==> src/rtl/flow_led_ctrl_if.sv <==
// flow_led_ctrl_if: control/status bundle between board-level control and the LED engine.
//   master modport (control side): drives en, mode, div_load, div_val (and duty when
//                                   FLOW_LED_PWM_EN is defined); observes led, step, wrap.
//   slave modport  (LED engine)  : the mirror image.
//   LED_W/DIV_W must match the parameters of the flow_led_ctrl instance it is bound to.
interface flow_led_ctrl_if #(
    parameter int unsigned LED_W = 4,
    parameter int unsigned DIV_W = 24
);
    logic             en;
    logic [1:0]       mode;
    logic             div_load;
    logic [DIV_W-1:0] div_val;
`ifdef FLOW_LED_PWM_EN
    logic [3:0]       duty;
`endif
    logic [LED_W-1:0] led;
    logic             step;
    logic             wrap;

`ifdef FLOW_LED_PWM_EN
    modport master (output en, mode, div_load, div_val, duty, input led, step, wrap);
    modport slave  (input en, mode, div_load, div_val, duty, output led, step, wrap);
`else
    modport master (output en, mode, div_load, div_val, input led, step, wrap);
    modport slave  (input en, mode, div_load, div_val, output led, step, wrap);
`endif
endinterface

==> src/rtl/flow_led_ctrl.sv <==
// flow_led_ctrl: parametrised LED pattern engine.
//   A programmable prescaler divides sys_clk50m into a step tick; each tick advances an
//   LED_W-wide pattern in rotate-left, rotate-right, bounce or blink-all mode.
// Ports:
//   sys_clk50m  in   system clock, rising edge
//   rst         in   synchronous active-high reset
//   bus         slave modport of flow_led_ctrl_if:
//                 en, mode[1:0], div_load, div_val[DIV_W-1:0] (in)
//                 led[LED_W-1:0], step, wrap                  (out, all registered)
// Configuration:
//   FLOW_LED_PWM_EN  when defined, adds bus.duty[3:0] and a free-running 4-bit PWM counter
//                    that gates led; pattern, step and wrap are unaffected.
module flow_led_ctrl #(
    parameter int unsigned LED_W       = 4,
    parameter int unsigned DIV_W       = 24,
    parameter int unsigned DIV_DEFAULT = 4
) (
    input  logic           sys_clk50m,
    input  logic           rst,
    flow_led_ctrl_if.slave bus
);

    typedef enum logic {DirLeft, DirRight} dir_e;

    localparam logic [LED_W-1:0] LsbOnly   = LED_W'(1);
    localparam logic [LED_W-1:0] MsbOnly   = LsbOnly << (LED_W - 1);
    localparam logic [LED_W-1:0] AllOnes   = '1;
    localparam logic [DIV_W-1:0] PeriodRst = DIV_W'(DIV_DEFAULT);

    logic [LED_W-1:0] pat_q, pat_d;
    logic [DIV_W-1:0] cnt_q, period_q;
    dir_e             dir_q, dir_d;
    logic             step_q, wrap_q, wrap_d;
    logic             tick;

    // A period load in the same cycle wins over the tick.
    assign tick = bus.en & ~bus.div_load & (cnt_q == period_q - DIV_W'(1));

    always_comb begin
        pat_d  = pat_q;
        dir_d  = dir_q;
        wrap_d = 1'b0;
        if (tick) begin
            if (bus.mode == 2'b11) begin
                // Blink: anything other than all-zero/all-one recovers to dark, no wrap.
                if (pat_q == '0) begin
                    pat_d = AllOnes;
                end else if (pat_q == AllOnes) begin
                    pat_d  = '0;
                    wrap_d = 1'b1;
                end else begin
                    pat_d = '0;
                end
            end else if (!$onehot(pat_q)) begin
                // Recovery/seed for the one-hot modes; never a wrap.
                pat_d = LsbOnly;
                dir_d = DirLeft;
            end else begin
                case (bus.mode)
                    2'b00: begin
                        pat_d  = {pat_q[LED_W-2:0], pat_q[LED_W-1]};
                        wrap_d = (pat_q == MsbOnly);
                    end
                    2'b01: begin
                        pat_d  = {pat_q[0], pat_q[LED_W-1:1]};
                        wrap_d = (pat_q == LsbOnly);
                    end
                    default: begin
                        // Bounce: ends reverse direction; dir is only touched here.
                        if (pat_q == MsbOnly) begin
                            dir_d = DirRight;
                            pat_d = pat_q >> 1;
                        end else if (pat_q == LsbOnly && dir_q == DirRight) begin
                            dir_d = DirLeft;
                            pat_d = pat_q << 1;
                        end else if (dir_q == DirLeft) begin
                            pat_d = pat_q << 1;
                        end else begin
                            pat_d = pat_q >> 1;
                        end
                        wrap_d = (pat_d == LsbOnly);
                    end
                endcase
            end
        end
    end

    always_ff @(posedge sys_clk50m) begin
        if (rst) begin
            pat_q    <= '0;
            cnt_q    <= '0;
            period_q <= PeriodRst;
            dir_q    <= DirLeft;
            step_q   <= 1'b0;
            wrap_q   <= 1'b0;
        end else begin
            if (bus.div_load) begin
                period_q <= (bus.div_val == '0) ? DIV_W'(1) : bus.div_val;
                cnt_q    <= '0;
            end else if (bus.en) begin
                cnt_q <= tick ? '0 : cnt_q + DIV_W'(1);
            end
            pat_q  <= pat_d;
            dir_q  <= dir_d;
            step_q <= tick;
            wrap_q <= wrap_d;
        end
    end

    assign bus.step = step_q;
    assign bus.wrap = wrap_q;

`ifdef FLOW_LED_PWM_EN
    logic [3:0]       pwm_cnt_q;
    logic [LED_W-1:0] led_q;

    // led tracks the next pattern so it updates on the same edge as pat.
    always_ff @(posedge sys_clk50m) begin
        if (rst) begin
            pwm_cnt_q <= 4'd0;
            led_q     <= '0;
        end else begin
            pwm_cnt_q <= pwm_cnt_q + 4'd1;
            led_q     <= pat_d & {LED_W{pwm_cnt_q < bus.duty}};
        end
    end

    assign bus.led = led_q;
`else
    assign bus.led = pat_q;
`endif

endmodule

==> src/flat_wrapper.sv <==
// flat-port wrapper written by rule: the top's interface ports become plain ports
module flow_led_ctrl_flat 
#(
    parameter int unsigned LED_W       = 4,
    parameter int unsigned DIV_W       = 24,
    parameter int unsigned DIV_DEFAULT = 4
)
  (sys_clk50m, rst, bus_en, bus_mode, bus_div_load, bus_div_val, bus_led, bus_step, bus_wrap);
  flow_led_ctrl_if #(.LED_W(LED_W), .DIV_W(DIV_W)) bus_i ();
  input  logic sys_clk50m;
  input  logic rst;
  input wire logic [$bits(bus_i.en)-1:0] bus_en;
  input wire logic [$bits(bus_i.mode)-1:0] bus_mode;
  input wire logic [$bits(bus_i.div_load)-1:0] bus_div_load;
  input wire logic [$bits(bus_i.div_val)-1:0] bus_div_val;
  output wire logic [$bits(bus_i.led)-1:0] bus_led;
  output wire logic [$bits(bus_i.step)-1:0] bus_step;
  output wire logic [$bits(bus_i.wrap)-1:0] bus_wrap;
  assign bus_i.en = bus_en;
  assign bus_i.mode = bus_mode;
  assign bus_i.div_load = bus_div_load;
  assign bus_i.div_val = bus_div_val;
  assign bus_led = bus_i.led;
  assign bus_step = bus_i.step;
  assign bus_wrap = bus_i.wrap;
  flow_led_ctrl #(.LED_W(LED_W), .DIV_W(DIV_W), .DIV_DEFAULT(DIV_DEFAULT)) u_core (.sys_clk50m(sys_clk50m), .rst(rst), .bus(bus_i));
endmodule
==> config.mk <==
export PLATFORM = sky130hd
export DESIGN_NAME = flow_led_ctrl_flat
export DESIGN_NICKNAME = d
export VERILOG_FILES = /design/src/rtl/flow_led_ctrl_if.sv /design/src/rtl/flow_led_ctrl.sv /design/src/flat_wrapper.sv
export SDC_FILE = /design/constraint.sdc
export NUM_CORES = 1
export LEC_CHECK = 0
export ABC_CLOCK_PERIOD_IN_PS = 4400
export CORE_UTILIZATION = 45
export DETAILED_ROUTE_END_ITERATION = 8
export DONT_BUFFER_PORTS = 1
export GPL_ROUTABILITY_DRIVEN = 0
export GPL_TIMING_DRIVEN = 1
export PLACE_DENSITY_LB_ADDON = 0.3
export SLEW_MARGIN = 20
export SYNTH_ARGS = -nofsm -noshare
export SYNTH_HDL_FRONTEND = slang
export SYNTH_SLANG_ARGS = --single-unit
==> constraint.sdc <==
create_clock -name sys_clk50m -period 4.4 [get_ports sys_clk50m]
set_input_delay 1.1 -clock sys_clk50m [delete_from_list [all_inputs] [get_ports sys_clk50m]]
set_output_delay 1.1 -clock sys_clk50m [all_outputs]
set_load 0.05 [all_outputs]
==> results.md <==
- Status: complete, no violations
- Clock buffers created by TritonCTS: 5
- Peak Freq: 281.4 MHz
- Critical path buffers and inverters: 2
- Kind of cell adding the most delay to the critical path: simple AND/OR/NAND/NOR gates
- Synthesis warning total: 0
- Slowest stage cell on the critical path: or4b_1
- EDFF count, synth: 0
- Mux contribution to synthesized area: 7.544%
- Gr busiest metal: met2
- Area grow syn2layout: 2.720%
- Fillcell total: 720
- Unique masters post-synth: 58
- Share of layout cells above drive strength 1: 4.835%
- Main area contributors after synthesis: dfxtp_1, mux2i_1, xor2_1, nor2_1, xnor2_1
- Area of the multi-input gates: 0.002167 mm^2
- DP Wirelength: 5946 um
- CP max stage delay: 0.58 ns
- Final nets: 434
- Post-synth top flop: dfxtp_1
- Routed Antenna Nets: 0
- Worst slew pin tran: 0.7527 ns
- Post-CTS Hold Buffers: 0
- Power per Cell Area: 276.5 mW/mm^2
- Number of global-route vias before repair: 2640
- Hold crit path type: reg2reg
- CP Max Fanout: 24
- Pre-Repair DR Iteration Count: 4
- Fin cells: 492
- Seq/Total Area, Yosys: 31.92%
- Sequential cell area: 0.001101 mm^2
- Site Rows: 31
- Mapped cell area: 0.003450 mm^2
- Number of H-tree levels: 2
- Largest family of logic cells by synthesized area: simple AND/OR/NAND/NOR gates
- Ant diodes: 0
- CP Data Arrival Time: 3.74 ns
- Via Count: 2841
- Die area: 0.008020 mm^2
- CP Class: reg2reg
- Syn_area_per_cell: 8.455 um^2
- DRC viols: 0
- CTS root buffer: clkbuf_8
- Met3 usage: 5.263%
- First-pass GRT wire length: 12790 um
- Tcrit/Tclk final: 80.76%
- Number of port buffers: 0
- TritonCTS clock tree: done
- Synth Net Count: 449
- Crit path time final: 3.553 ns
- Clock Pin Slew Worst Setup and Hold Paths: 0.10 ns
- Dpl cells: 485
- Sink Count: 55
- Grt met2 use: 31.89%
- DR WL/cell: 15.51 um
- Final Setup Violations: 0
- Starting Density: 47.06%
- Clock Skew: 0.008747 ns
- Worst EP required: 4.59 ns
- Synth Area in Compound Gates: 13.09%
- Post-cts resize count: 0
- CTS max path bufs: 2
- Final wirelength: 7631 um
- Via-to-Cell Ratio: 5.774
- Met1 GRT Util: 27.98%
- Die Y: 89.56 um
- Post-Synth Adder-Cell Area: 4.207%
- MaxCap Viol Count: 0
- Initial DRC count: 140
- Setup crit end kind: flop
- CP cell instances: inv_1 > ha_1 > or4b_1 > nor2_1 > a31oi_1 > nor4_1 > nand4_1 > nor4_4 > nand2b_1 > buf_4 > o22ai_1
- Core area: 0.007331 mm^2
- Slew margin rel.: 49.75%
- # Post-CTS Setup Buffers: 0
- Worst-skew pair later-pin latency: 0.31 ns
- Simple-gate share of the synthesized area: 24.77%
- Largest net degree at the start of global routing: 28
- Die W: 89.56 um
- Most frequent cells in the layout: nor2_1, dfxtp_1, xor2_1
- Most common cell after layout, fill and taps aside: nor2_1
- Slew Viols, Final: 0
- GR Overflow Total: 0
- Ys async rst share: 0%
- Setup repair after global routing missed its margin: false
- GR Util All Layers: 20.45%
- Lkg Pwr: 1.367 nW
- Fin Setup TNS: 0 ns
- CP Launch Type: flop
- Number of synthesized register bits: 55
- Area leader, netlist: dfxtp_1
- Final hold viol count: 0
- Io pins: 36
- Antenna violations before repair: 0
- Synth top area share: 31.92%
- Peak supply drop: 0.0001523 V
- XOR/XNOR share of the synthesized area: 13.20%
- Post-Syn Instances: 408
## power by group
| part | internal [mW] | switching [mW] | leakage (nW) |
|---|---|---|---|
| registers | 0.511 | 0.0228 | 0.448 |
| clock network | 0.167 | 0.156 | 0.0513 |
| logic | 0.0562 | 0.0664 | 0.868 |
## stage by stage
stage               total power, mW  instance area, um^2  util, %  worst slack (ns)  hold slack, ns
floorplan                    0.6586                 3450        -             1.282          0.4822
global placement             0.6632                 3441    46.94            0.9735          0.5043
detailed placement           0.6668                 3441    46.94            0.8352          0.5093
CTS                          0.9916                 3543    48.34            0.8241          0.5345
global route                  1.021                 3543    48.34            0.5369          0.5652
finish                       0.9799                 3543    48.34            0.8466          0.5281
## flip-flops by register name, summed over array words and instances, names as in the netlist
| signal | count |
|---|---|
| u_core.bus.wrap | 1 |
| u_core.bus.step | 1 |
| u_core.cnt_q | 24 |
| u_core.dir_q | 1 |
| u_core.period_q | 24 |
| u_core.bus.led | 4 |
## routing by layer
layer  up-vias  part of all wire [%]
met5         -                     0
met4         0                   1.5
met3        10                   6.8
met2        81                    45
met1      1332                    47
li1       1418                     -
## worst min-delay path, delay by kind of cell (launching register included)
kind	cells	cell delay [ns]
mux	1	0.07
simple gates	1	0.07
flops	1	0.35
## synthesized netlist by cell type, types with 10 or more instances
library cell  instances
nor4_1               10
xor2_1               28
inv_1                11
nor2_1               62
dfxtp_1              55
and3_1               10
ha_1                 10
clkbuf_1             14
nor3_1               16
xnor2_1              24
mux2i_1              26
nand3_1              14
nand2_1              25
## cell families (layout without fill, tap and decap cells)
| family | Yosys count | count (layout) |
|---|---|---|
| simple gates | 170 | 170 |
| compound gates | 60 | 60 |
| flops | 55 | 55 |
| xor+xnor | 52 | 52 |
| buf+inv | 34 | 19 |
| mux | 26 | 26 |
| fa+ha+maj | 11 | 11 |
## area by class of cell
| cell class | instances | area share, % |
|---|---|---|
| clock buffers | 6 | 2.048 |
| clock inverters | 1 | 0.8475 |
| multi-input cells | 319 | 61.16 |
| repair buffers | 1 | 0.2119 |
| well taps | 99 | 3.496 |
| inverters | 11 | 1.165 |
| flip-flops and latches | 55 | 31.07 |
## final timing paths
kind | start | endpoint | slack, ns | cells after the start
min | u_core.period_q[23]$_SDFFE_PP0P_ | u_core.period_q[23]$_SDFFE_PP0P_ | 0.53 | 2
max reg2reg | u_core.period_q[0]$_SDFFE_PP0P_ | u_core.cnt_q[1]$_SDFFE_PP0P_ | 0.85 | 11
max | u_core.period_q[0]$_SDFFE_PP0P_ | u_core.cnt_q[1]$_SDFFE_PP0P_ | 0.85 | 11
min reg2reg | u_core.period_q[23]$_SDFFE_PP0P_ | u_core.period_q[23]$_SDFFE_PP0P_ | 0.53 | 2
No activity file was read; power rests on OpenSTA's default activity.
